==> src/rtl/liteeth_sram_fifo_ctrl.sv <==
// Streaming FIFO controller for an external 1RW1R SRAM: ingress writes via the RW port,
// egress reads via the R port, with a 2-entry prefetch buffer hiding the registered read latency.
module liteeth_sram_fifo_ctrl #(
    parameter int BITS       = 32,
    parameter int WORD_DEPTH = 384,
    parameter int ADDR_WIDTH = 9
) (
    input  logic                  clk0,
    input  logic                  rst_n,
    input  logic                  flush,
    input  logic                  s_valid,
    output logic                  s_ready,
    input  logic [BITS-1:0]       s_data,
    output logic                  m_valid,
    input  logic                  m_ready,
    output logic [BITS-1:0]       m_data,
    output logic [ADDR_WIDTH+1:0] level,
    output logic                  mem_ce_rw,
    output logic                  mem_we,
    output logic [BITS-1:0]       mem_wmask,
    output logic [ADDR_WIDTH-1:0] mem_addr_rw,
    output logic [BITS-1:0]       mem_wdata,
    output logic                  mem_ce_r,
    output logic [ADDR_WIDTH-1:0] mem_addr_r,
    input  logic [BITS-1:0]       mem_rdata
);
    // Both streams use valid/ready: a word transfers on a rising edge where valid && ready;
    // valid and data stay stable until that edge, and ready may depend combinationally on state.
    localparam logic [ADDR_WIDTH:0]   DEPTH_CNT = (ADDR_WIDTH + 1)'(WORD_DEPTH);
    localparam logic [ADDR_WIDTH-1:0] LAST_ADDR = ADDR_WIDTH'(WORD_DEPTH - 1);

    logic [ADDR_WIDTH-1:0] wr_ptr_q, wr_ptr_d;
    logic [ADDR_WIDTH-1:0] rd_ptr_q, rd_ptr_d;
    logic [ADDR_WIDTH:0]   mem_cnt_q, mem_cnt_d;
    logic                  rd_pend_q, rd_pend_d;
    logic [BITS-1:0]       obuf_q [2];
    logic [BITS-1:0]       obuf_d [2];
    logic                  head_q, head_d;
    logic [1:0]            obuf_cnt_q, obuf_cnt_d;

    logic       clr;
    logic       wr_fire;
    logic       pop;
    logic       issue;
    logic       tail;
    logic [2:0] committed;

    always_comb begin
        clr       = !rst_n || flush;
        s_ready   = (mem_cnt_q != DEPTH_CNT) && rst_n && !flush;
        wr_fire   = s_valid && s_ready;
        m_valid   = (obuf_cnt_q != 2'd0);
        m_data    = obuf_q[head_q];
        pop       = m_valid && m_ready;
        // Slots already spoken for in the output buffer once this cycle's pop is taken out.
        committed = {1'b0, obuf_cnt_q} + {2'b00, rd_pend_q} - {2'b00, pop};
        issue     = (mem_cnt_q != '0) && (committed < 3'd2) && !clr;
        tail      = head_q + obuf_cnt_q[0];

        mem_ce_rw   = wr_fire;
        mem_we      = wr_fire;
        mem_wmask   = '1;
        mem_addr_rw = wr_ptr_q;
        mem_wdata   = s_data;
        mem_ce_r    = issue;
        mem_addr_r  = rd_ptr_q;

        level = {1'b0, mem_cnt_q} + (ADDR_WIDTH + 2)'(rd_pend_q) + (ADDR_WIDTH + 2)'(obuf_cnt_q);

        wr_ptr_d = wr_ptr_q;
        if (wr_fire) wr_ptr_d = (wr_ptr_q == LAST_ADDR) ? '0 : wr_ptr_q + 1'b1;
        rd_ptr_d = rd_ptr_q;
        if (issue) rd_ptr_d = (rd_ptr_q == LAST_ADDR) ? '0 : rd_ptr_q + 1'b1;

        mem_cnt_d = mem_cnt_q + (ADDR_WIDTH + 1)'(wr_fire) - (ADDR_WIDTH + 1)'(issue);
        rd_pend_d = issue;

        obuf_d[0] = obuf_q[0];
        obuf_d[1] = obuf_q[1];
        if (rd_pend_q) obuf_d[tail] = mem_rdata;
        head_d     = pop ? ~head_q : head_q;
        obuf_cnt_d = obuf_cnt_q + {1'b0, rd_pend_q} - {1'b0, pop};
    end

    always_ff @(posedge clk0) begin
        if (clr) begin
            wr_ptr_q   <= '0;
            rd_ptr_q   <= '0;
            mem_cnt_q  <= '0;
            rd_pend_q  <= 1'b0;
            obuf_q[0]  <= '0;
            obuf_q[1]  <= '0;
            head_q     <= 1'b0;
            obuf_cnt_q <= 2'd0;
        end else begin
            wr_ptr_q   <= wr_ptr_d;
            rd_ptr_q   <= rd_ptr_d;
            mem_cnt_q  <= mem_cnt_d;
            rd_pend_q  <= rd_pend_d;
            obuf_q[0]  <= obuf_d[0];
            obuf_q[1]  <= obuf_d[1];
            head_q     <= head_d;
            obuf_cnt_q <= obuf_cnt_d;
        end
    end
endmodule

==> config.mk <==
export PLATFORM = sky130hd
export DESIGN_NAME = liteeth_sram_fifo_ctrl
export DESIGN_NICKNAME = d
export VERILOG_FILES = /design/src/rtl/liteeth_sram_fifo_ctrl.sv
export SDC_FILE = /design/constraint.sdc
export NUM_CORES = 1
export LEC_CHECK = 0
export ABC_CLOCK_PERIOD_IN_PS = 7200
export CAP_MARGIN = 40
export CORE_MARGIN = 1.5
export CORE_UTILIZATION = 40
export CTS_CLUSTER_DIAMETER = 50
export DETAILED_ROUTE_END_ITERATION = 12
export PLACE_DENSITY = 0.74
export SLEW_MARGIN = 20
export SYNTH_ARGS = -nofsm -noshare
export SYNTH_HDL_FRONTEND = slang
export SYNTH_SLANG_ARGS = --single-unit
==> constraint.sdc <==
create_clock -name clk0 -period 7.2 [get_ports clk0]
set_clock_uncertainty 0.1 [all_clocks]
set_input_delay 0.72 -clock clk0 [delete_from_list [all_inputs] [get_ports clk0]]
set_output_delay 0.72 -clock clk0 [all_outputs]
set_load 0.02 [all_outputs]
==> results, run 1 <==
- The via count of the first global-routing pass is 4110.
- The total chip power is 1.77 mW.
- The first routing iteration left 215 violations.
- From bottom edge to top edge, the die measures 118 um.
- The dominant delay contributor by cell family on the critical path is adder cells.
- The slew of the pin with the lowest slew margin is 745 ps.
- The congestion estimate from routability-driven global placement came to 0.777.
- The worst-case vdd ir drop is 110 uV.
- For flop-to-flop paths, the worst setup slack is 2690 ps.
- The worst reg2reg path startpoint is obuf_cnt_q[1]$_SDFF_PP0_.
- Summed over all layers, the routed wires come to 12000 um.
- The total I/O pin count is 199.
- The library cell contributing the largest single delay on the critical path is sky130_fd_sc_hd__clkdlybuf4s50_1.
- After detailed routing, the number of remaining DRC violations is 0.
- Post-CTS timing repair inserted 0 buffers for setup.
- In this run the power density over the cells is 276 nW/um^2.
- The total negative slack for setup checks is 0 ps.
- The via density per instance is 4.91.
- The critical path launch point type is an input pin.
- The data required time of the critical path is 7330 ps.
- The worst setup slack after layout is 2660 ps.
- After clock tree synthesis, the clock-pin slew on the worst setup and hold paths is 70 ps.
- Derived from the worst setup path, the maximum achievable clock frequency is 220 MHz.
- Once the floorplan was initialized, standard cells occupied 41.6% of the core.
- The classification of the worst setup path is in2reg.
- The number of buffers inserted during clock tree synthesis is 9.
- The number of pins with negative max-slew slack in the final report is 0.
- The data arrival time of the critical path is 4670 ps.
- Hold timing on the final database bottoms out at a slack of 351 ps.
- The H-tree generated during clock tree synthesis spans 3 levels.
- In this run the biggest area consumer among cell types represents 36.6% of the synthesized area.
- The total of warnings raised by yosys is 0.
- The die area is 14000 um^2.
- The number of distinct library cells after synthesis is 51.
- The cts-stage hold buffer count is 0.
- The clock network accounts for 29.9% of the total power.
- A synthesized cell averages 8.44 um^2.
- The number of enable-type register cells in the synthesized netlist is 0.
- Per report_power, the sequential group accounts for 34.4% of the total.
- The ratio of cells with drive above 1 in the final layout is 10.5%.
- Setup repair after global routing left no endpoint under its margin.
- The tightest min-delay check is of the reg2reg type.
- Counting flops with an async set or reset pin after synthesis yields a share of 0%.
- After detailed placement, the design holds a cell count of 843.
- The clock latency on the worst-skew pair is 350 ps.
- The dominant register cell in the synthesized netlist is sky130_fd_sc_hd__dfxtp_1.
- Before CTS, the worst setup slack after placement is 2270 ps.
- By area the synthesized netlist is led by sky130_fd_sc_hd__dfxtp_1 37%, sky130_fd_sc_hd__nand2_1 10%, sky130_fd_sc_hd__buf_4 9.2%.
- The worst stage delay on the critical path is 470 ps.
- The TritonCTS clock tree is yes.
- The final instance count without filler cells is 860.
- In the global route stage, overall resource usage came out at 17.4%.
- In this run the critical register-to-register path is captured at mem_cnt_q[6]$_SDFF_PP0_.
- Measured along the x axis, the die boundary spans 118 um.
- The count of buffers added on input and output ports is 102.
- The number of hold violations in the final report is 0.
- Max-cap violations in this run came to 0.
- In this run the deepest clock path goes through 2 buffers.
- The via count is 4219.
- In the synthesized netlist, the number of instances is 629.
- The flow ran to the end, and the final reports show no timing, DRC or antenna violations.
- Global routing finished with a remaining overflow of 0.
- The finished layout cell area is 6420 um^2.
- The number of antenna repair diodes is 0.
- The final-stage net count is 784.
- Entering global routing, the biggest net connects 89 pins.
- The core area is 12800 um^2.
- Summed over all cells, the static leakage comes to 2.40 nW.
- The share of the Yosys chip area taken by registers is 36.6%.
- The first global-routing pass estimated 19500 um of wire.
- Summed over all nets, the switching power comes to 611 uW.
- The average routed wire per standard cell is 14.0 um.
- The worst hold path endpoint is obuf_q[0][8]$_SDFFE_PP0P_.
- The internal power consumption is 1.16 mW.
- Row generation in the floorplan step produced 41 rows.
- The total of cells resized after clock tree synthesis is 0.
- The critical path capture point type is a flip-flop.
- For this run, the detailed router's first-pass iteration total came to 5.
- The final period utilization is 63.1%.
- The startpoint identified for the worst hold timing path is obuf_q[0][8]$_SDFFE_PP0P_.
- Walking the worst path, the cells encountered are clkdlybuf4s50_1 > and2_1 > ha_1 > inv_1 > ha_1 > inv_1 > fa_1 > xnor2_4 > o2111ai_4 > inv_1 > ha_1 > inv_1 > ha_1 > fa_1 > a21oi_1 > nor3_1 > or3_1 > xnor2_1 > nor2_1.
- The combinational share of power is 35.7%.
- The cell area after placement is 6060 um^2.
- Counting instances, the worst hold path has a depth of 2.
- The tree is rooted in a sky130_fd_sc_hd__clkbuf_16.
- The worst slew margin relative to its limit is 50.3%.
- The synthesis-stage register bit count is 97.
- The total number of clock tree sinks is 97.
- The maximum net fanout on the critical path is 14.
- The area growth from synthesis to final layout is 20.9%.
- The detail route stage leaves a number of antenna-violating nets equal to 0.
- The net switching fraction of the power is 34.6%.
- The HPWL after detailed placement is 8240 um.
- The leading area contributor after synthesis is sky130_fd_sc_hd__dfxtp_1.
- The depth of the most critical reg-to-reg path is 19.
- The utilization of the core after routing is 50.2%.
- The initial antenna violation count is 0.
- The setup-violating endpoint count in the final report is 0.
- The final critical delay including setup and external delays is 4540 ps.
- Summing every instance area after synthesis gives 5310 um^2.
- The number of buffers and inverters on the critical path is 5.
## Yosys cell counts, drive strengths merged (2+ instances only)
library cell and n:
nand4 5, nand4bb 2, or2 2, a31oi 2, or3 4, or2b 2
nor3 8, mux2i 2, mux2 32, a21oi 75, a21o 2, xor2 8
xnor2 18, ha 28, nand2 146, nor2 32, o31ai 2, o21ai 9
inv 25, dfxtp 97, and3 3, clkbuf 13, nor2b 3, nand4b 2
and2 5, nand3 6, buf 82, fa 4
## registers in the layout, summed over array words and instances, names as in the netlist, named ones only
| register | flops |
|---|---|
| head_q | 1 |
| obuf_cnt_q | 2 |
| rd_pend_q | 1 |
| mem_addr_r | 9 |
| mem_cnt_q | 10 |
| mem_addr_rw | 9 |
| obuf_q | 64 |
## layout make-up
| class | count | area (um^2) |
|---|---|---|
| Sequential cell | 97 | 1940 |
| Multi-Input combinational cell | 443 | 2760 |
| Inverter | 25 | 93.8 |
| Fill cell | 1179 | 6360 |
| Clock inverter | 7 | 106 |
| Timing Repair Buffer | 107 | 1070 |
| Tap cell | 172 | 215 |
| Clock buffer | 9 | 225 |
## worst max path at each step
stage / endpoint / from / cells past startpoint
after floorplan: mem_cnt_q[6]$_SDFF_PP0_ / obuf_cnt_q[1]$_SDFF_PP0_ / 20
after global placement: mem_cnt_q[6]$_SDFF_PP0_ / m_ready / 19
after detailed placement: mem_cnt_q[6]$_SDFF_PP0_ / m_ready / 19
after CTS: mem_cnt_q[6]$_SDFF_PP0_ / m_ready / 19
after global routing: mem_cnt_q[6]$_SDFF_PP0_ / obuf_cnt_q[1]$_SDFF_PP0_ / 19
final: mem_cnt_q[6]$_SDFF_PP0_ / m_ready / 19
## power by group through the flow
stage | clock network, mW | logic (mW) | registers (mW)
floorplan | 0 | 0.501 | 0.610
global placement | 0 | 0.614 | 0.618
detailed placement | 0 | 0.630 | 0.620
CTS | 0.546 | 0.633 | 0.608
global route | 0.573 | 0.699 | 0.613
finish | 0.529 | 0.631 | 0.608
## layer usage
layer,track usage (%),wire length [um]
met1,20.2,5240
met2,29.5,5930
met3,3.57,522
met4,10.1,348
met5,0,0
## cell usage in the layout, fill, tap and decap left out, types with 4 or more instances in the layout
| master | count |
|---|---|
| sky130_fd_sc_hd__nor2_1 | 31 |
| sky130_fd_sc_hd__mux2_2 | 32 |
| sky130_fd_sc_hd__conb_1 | 32 |
| sky130_fd_sc_hd__dfxtp_1 | 97 |
| sky130_fd_sc_hd__clkbuf_16 | 9 |
| sky130_fd_sc_hd__and2_1 | 5 |
| sky130_fd_sc_hd__ha_1 | 28 |
| sky130_fd_sc_hd__nand2_1 | 145 |
| sky130_fd_sc_hd__xnor2_1 | 17 |
| sky130_fd_sc_hd__a21oi_1 | 75 |
| sky130_fd_sc_hd__fa_1 | 4 |
| sky130_fd_sc_hd__nor3_1 | 4 |
| sky130_fd_sc_hd__nand3_1 | 5 |
| sky130_fd_sc_hd__xor2_1 | 8 |
| sky130_fd_sc_hd__inv_1 | 25 |
| sky130_fd_sc_hd__buf_4 | 4 |
| sky130_fd_sc_hd__clkdlybuf4s50_1 | 102 |
| sky130_fd_sc_hd__nand4_1 | 4 |
| sky130_fd_sc_hd__o21ai_0 | 7 |
## worst reg2reg max path, stage by stage (launching register included)
cell and delay, ps:
sky130_fd_sc_hd__dfxtp_1 420, sky130_fd_sc_hd__or2_2 330, sky130_fd_sc_hd__and2_1 200, sky130_fd_sc_hd__ha_1 290, sky130_fd_sc_hd__inv_1 60, sky130_fd_sc_hd__ha_1 140, sky130_fd_sc_hd__inv_1 60, sky130_fd_sc_hd__fa_1 440
sky130_fd_sc_hd__xnor2_4 160, sky130_fd_sc_hd__o2111ai_4 240, sky130_fd_sc_hd__inv_1 170, sky130_fd_sc_hd__ha_1 310, sky130_fd_sc_hd__inv_1 40, sky130_fd_sc_hd__ha_1 200, sky130_fd_sc_hd__fa_1 410, sky130_fd_sc_hd__a21oi_1 190
sky130_fd_sc_hd__nor3_1 90, sky130_fd_sc_hd__or3_1 360, sky130_fd_sc_hd__xnor2_1 140, sky130_fd_sc_hd__nor2_1 50
## cell families after synthesis
kind of cell               Yosys count  share of synthesized area (%)
buffers and inverters              120                           13.7
xor gates and xnor gates            26                           4.64
muxes                               34                           7.17
and+or+nand+nor                    223                           19.5
AOI/OAI and AO/OA                   96                           10.2
adders and majority gates           32                           8.11
DFF                                 97                           36.6
other                                1                         0.0707
(Power assumes the default switching activity.)
==> run 2: changes to the inputs <==
--- a/config.mk
+++ b/config.mk
@@ -5,7 +5,7 @@
 export SDC_FILE = /design/constraint.sdc
 export NUM_CORES = 1
 export LEC_CHECK = 0
-export ABC_CLOCK_PERIOD_IN_PS = 7200
+export ABC_CLOCK_PERIOD_IN_PS = 4200
 export CAP_MARGIN = 40
 export CORE_MARGIN = 1.5
 export CORE_UTILIZATION = 40
==> constraint.sdc (replaced) <==
create_clock -name clk0 -period 4.2 [get_ports clk0]
set_clock_uncertainty 0.1 [all_clocks]
set_input_delay 0.42 -clock clk0 [delete_from_list [all_inputs] [get_ports clk0]]
set_output_delay 0.42 -clock clk0 [all_outputs]
set_load 0.02 [all_outputs]
==> run 2 against run 1 <==
  * Design area is 0.82% higher
  * First-iteration DRC count down 5.1%
  * Setup slack worse by 2300 ps
  * Sequential cell count unchanged
  * Sequential share of layout area decreased by 0.23 points
  * Combinational power is 74% higher
  * Final cell count rose by 0.47%
  * Routed wire length is 1.3% higher
  * Die area unchanged
  * Highest routed layer unchanged
==> results, run 2 (same netlist as run 1, synthesis figures left out) <==
- The sequential share of power is 33.9%.
- TritonCTS built the clock tree.
- The signal on the critical path passes through or2_4 > and2_1 > ha_1 > inv_1 > ha_1 > inv_1 > fa_2 > o2111ai_4 > inv_1 > ha_1 > inv_1 > ha_1 > fa_2 > a21oi_2 > nor3_1 > or3_1 > xnor2_1 > nor2_1.
- The worst slew margin relative to its limit is 53.3%.
- The maximum net fanout on the critical path is 5.
- Setup repair after global routing left no endpoint under its margin.
- The floorplan has 41 rows.
- With fillers left out, the area of the finished cells amounts to 6470 um^2.
- The count of unresolved DRC violations after routing is 0.
- The number of flip-flops in the largest register is 64.
- CTS built an H-tree with a depth of 3.
- Summed over all cells, the static leakage comes to 2.42 nW.
- The startpoint identified for the worst hold timing path is obuf_q[0][24]$_SDFFE_PP0P_.
- The cell area after placement is 6100 um^2.
- The utilization of the core after routing is 50.6%.
- Ranked by flip-flop count, first place goes to obuf_q.
- By startpoint and endpoint, the worst setup path is classified as reg2reg.
- The tightest min-delay check is of the reg2reg type.
- The total number of clock tree sinks is 97.
- The clock tree root driver cell is sky130_fd_sc_hd__clkbuf_16.
- In this run the remaining antenna-violating nets after routing total 0.
- The pin count of the biggest net entering global routing is 88.
- The total negative slack for setup checks is 0 ps.
- The origin of the worst setup path is obuf_cnt_q[1]$_SDFF_PP0_.
- The first global-routing pass estimated 19800 um of wire.
- After detailed routing, the number of vias per cell comes to 4.87.
- After clock tree synthesis, the flow added hold-fix buffers numbering 0.
- The clock latency on the worst-skew pair is 350 ps.
- The final-layout fill cell count is 1195.
- The number of hold violations in the final report is 0.
- Across all layers, the routed design uses 4207 vias.
- The count of input and output buffers is 102.
- The detailed router finished its first iteration with 204 violations.
- In the final layout, the registers with the most flip-flops are obuf_q: 64 flops, mem_cnt_q: 10 flops.
- The clock network accounts for 30.1% of the total power.
- From bottom edge to top edge, the die measures 118 um.
- The top cell types in the final layout, fill and taps aside, are 146 x sky130_fd_sc_hd__nand2_1, 102 x sky130_fd_sc_hd__clkdlybuf4s50_1, 96 x sky130_fd_sc_hd__dfxtp_1.
- After layout, the worst setup slack is 318 ps.
- The flow ran to the end, and the final reports show no timing, DRC or antenna violations.
- The global-route congestion overflow total is 0.
- The worst-case vdd ir drop is 222 uV.
- The number of clock buffers added by TritonCTS is 9.
- Data arrives at the worst endpoint at 4020 ps.
- The initial antenna violation count is 0.
- The slew of the pin with the lowest slew margin is 700 ps.
- The register clock-pin slew on the reported worst setup and hold paths is 70 ps.
- The wire-length estimate of the detail-placed layout is 8390 um.
- The dominant delay contributor by cell family on the critical path is adder cells.
- The most frequent standard cell in the layout excluding fill and tap cells is sky130_fd_sc_hd__nand2_1.
- The critical path capture point type is a flip-flop.
- The switching power is 1.06 mW.
- The floorplan step set the die width to 118 um.
- For this run, the post-layout net count is 788.
- The final critical delay including setup and external delays is 3880 ps.
- The area growth from synthesis to final layout is 21.9%.
- Power spread over the standard cell area amounts to 474 nW/um^2.
- For this run, the top clock speed supported by timing is 258 MHz.
- The worst reg2reg path startpoint is obuf_cnt_q[1]$_SDFF_PP0_.
- The ratio of cells with drive above 1 in the final layout is 11.4%.
- The data required time of the critical path is 4340 ps.
- The number of antenna repair diodes is 0.
- The total I/O pin count is 199.
- The average routed wire per standard cell is 14.1 um.
- The clock passes through at most 2 buffers.
- The tool flagged a number of max-cap violations equal to 0.
- The number of pins with negative max-slew slack in the final report is 0.
- The library cell contributing the largest single delay on the critical path is sky130_fd_sc_hd__fa_2.
- Post-CTS repair changed the size of 0 cells.
- The worst stage delay on the critical path is 470 ps.
- The post-place setup slack is -13.6 ps.
- The first TritonRoute pass finished after 4 iterations.
- Global routing used 17.7% of the available tracks across all layers.
- The routability congestion estimate from global placement is 0.802.
- The critical path launch point type is a flip-flop.
- Net switching is 34.6% of the power.
- The die covers 14000 um^2.
- Setup violations remaining at the end of the flow were counted as 0.
- Once the floorplan was initialized, standard cells occupied 41.6% of the core.
- The total wirelength of the detailed-routed design is 12200 um.
- Of the total power, combinational logic draws 35.9%.
- The via count of the first global-routing pass was 4180.
- The post-CTS setup repair buffer count is 0.
- In this run the standard cell core region covers 12800 um^2.
- The final period utilization is 92.4%.
- Counting both buffers and inverters, the worst setup path holds a total of 4.
- The internal power consumption is 2.00 mW.
run 2: per-layer routing:
| metal | global-route usage (%) | vias up | wire [um] |
|---|---|---|---|
| met5 | 0 | - | 0 |
| met4 | 9.38 | 0 | 308 |
| met3 | 3.52 | 21 | 539 |
| met2 | 31.5 | 117 | 6140 |
| met1 | 19.8 | 1991 | 5210 |
| li1 | - | 2078 | - |
run 2: per-stage QoR:
| stage | power [mW] | hold slack, ps | std cells |
|---|---|---|---|
| 4_1_cts | 3.10 | 355 | 863 |
| 2_1_floorplan | 1.91 | 333 | 660 |
| 3_5_place_dp | 2.16 | 346 | 847 |
| 3_3_place_gp | 2.13 | 339 | 847 |
| 6_report | 3.07 | 352 | 864 |
| 5_1_grt | 3.26 | 367 | 864 |
run 2: final timing paths:
check,to,slack (ps),cells past startpoint
max,mem_cnt_q[6]$_SDFF_PP0_,320,18
min,obuf_q[0][24]$_SDFFE_PP0P_,350,2
max reg2reg,mem_cnt_q[6]$_SDFF_PP0_,320,18
min reg2reg,obuf_q[0][24]$_SDFFE_PP0P_,350,2
run 2: layout make-up:
class	count	area [um^2]	share of cell area, %
clock inverter	7	111	1.72
clock buffer	9	225	3.48
tap	172	215	3.33
sequential	97	1940	30.0
inverter	25	93.8	1.45
multi-input combinational	443	2770	42.8
timing repair buffer	111	1110	17.1
run 2: power by group through the flow:
stage                     Combinational, mW  Sequential, mW  Clock (mW)
final                                  1.10            1.04       0.924
after global routing                   1.22            1.05       0.987
after CTS                              1.10            1.04       0.956
after detailed placement               1.10            1.06           0
after global placement                 1.07            1.06           0
after floorplan                       0.861            1.05           0
run 2: tightest hold or removal path, stage by stage, from the launching register on:
cell                      delay (ps)
sky130_fd_sc_hd__dfxtp_1         310
sky130_fd_sc_hd__nand2_1          50
sky130_fd_sc_hd__a21oi_1          50
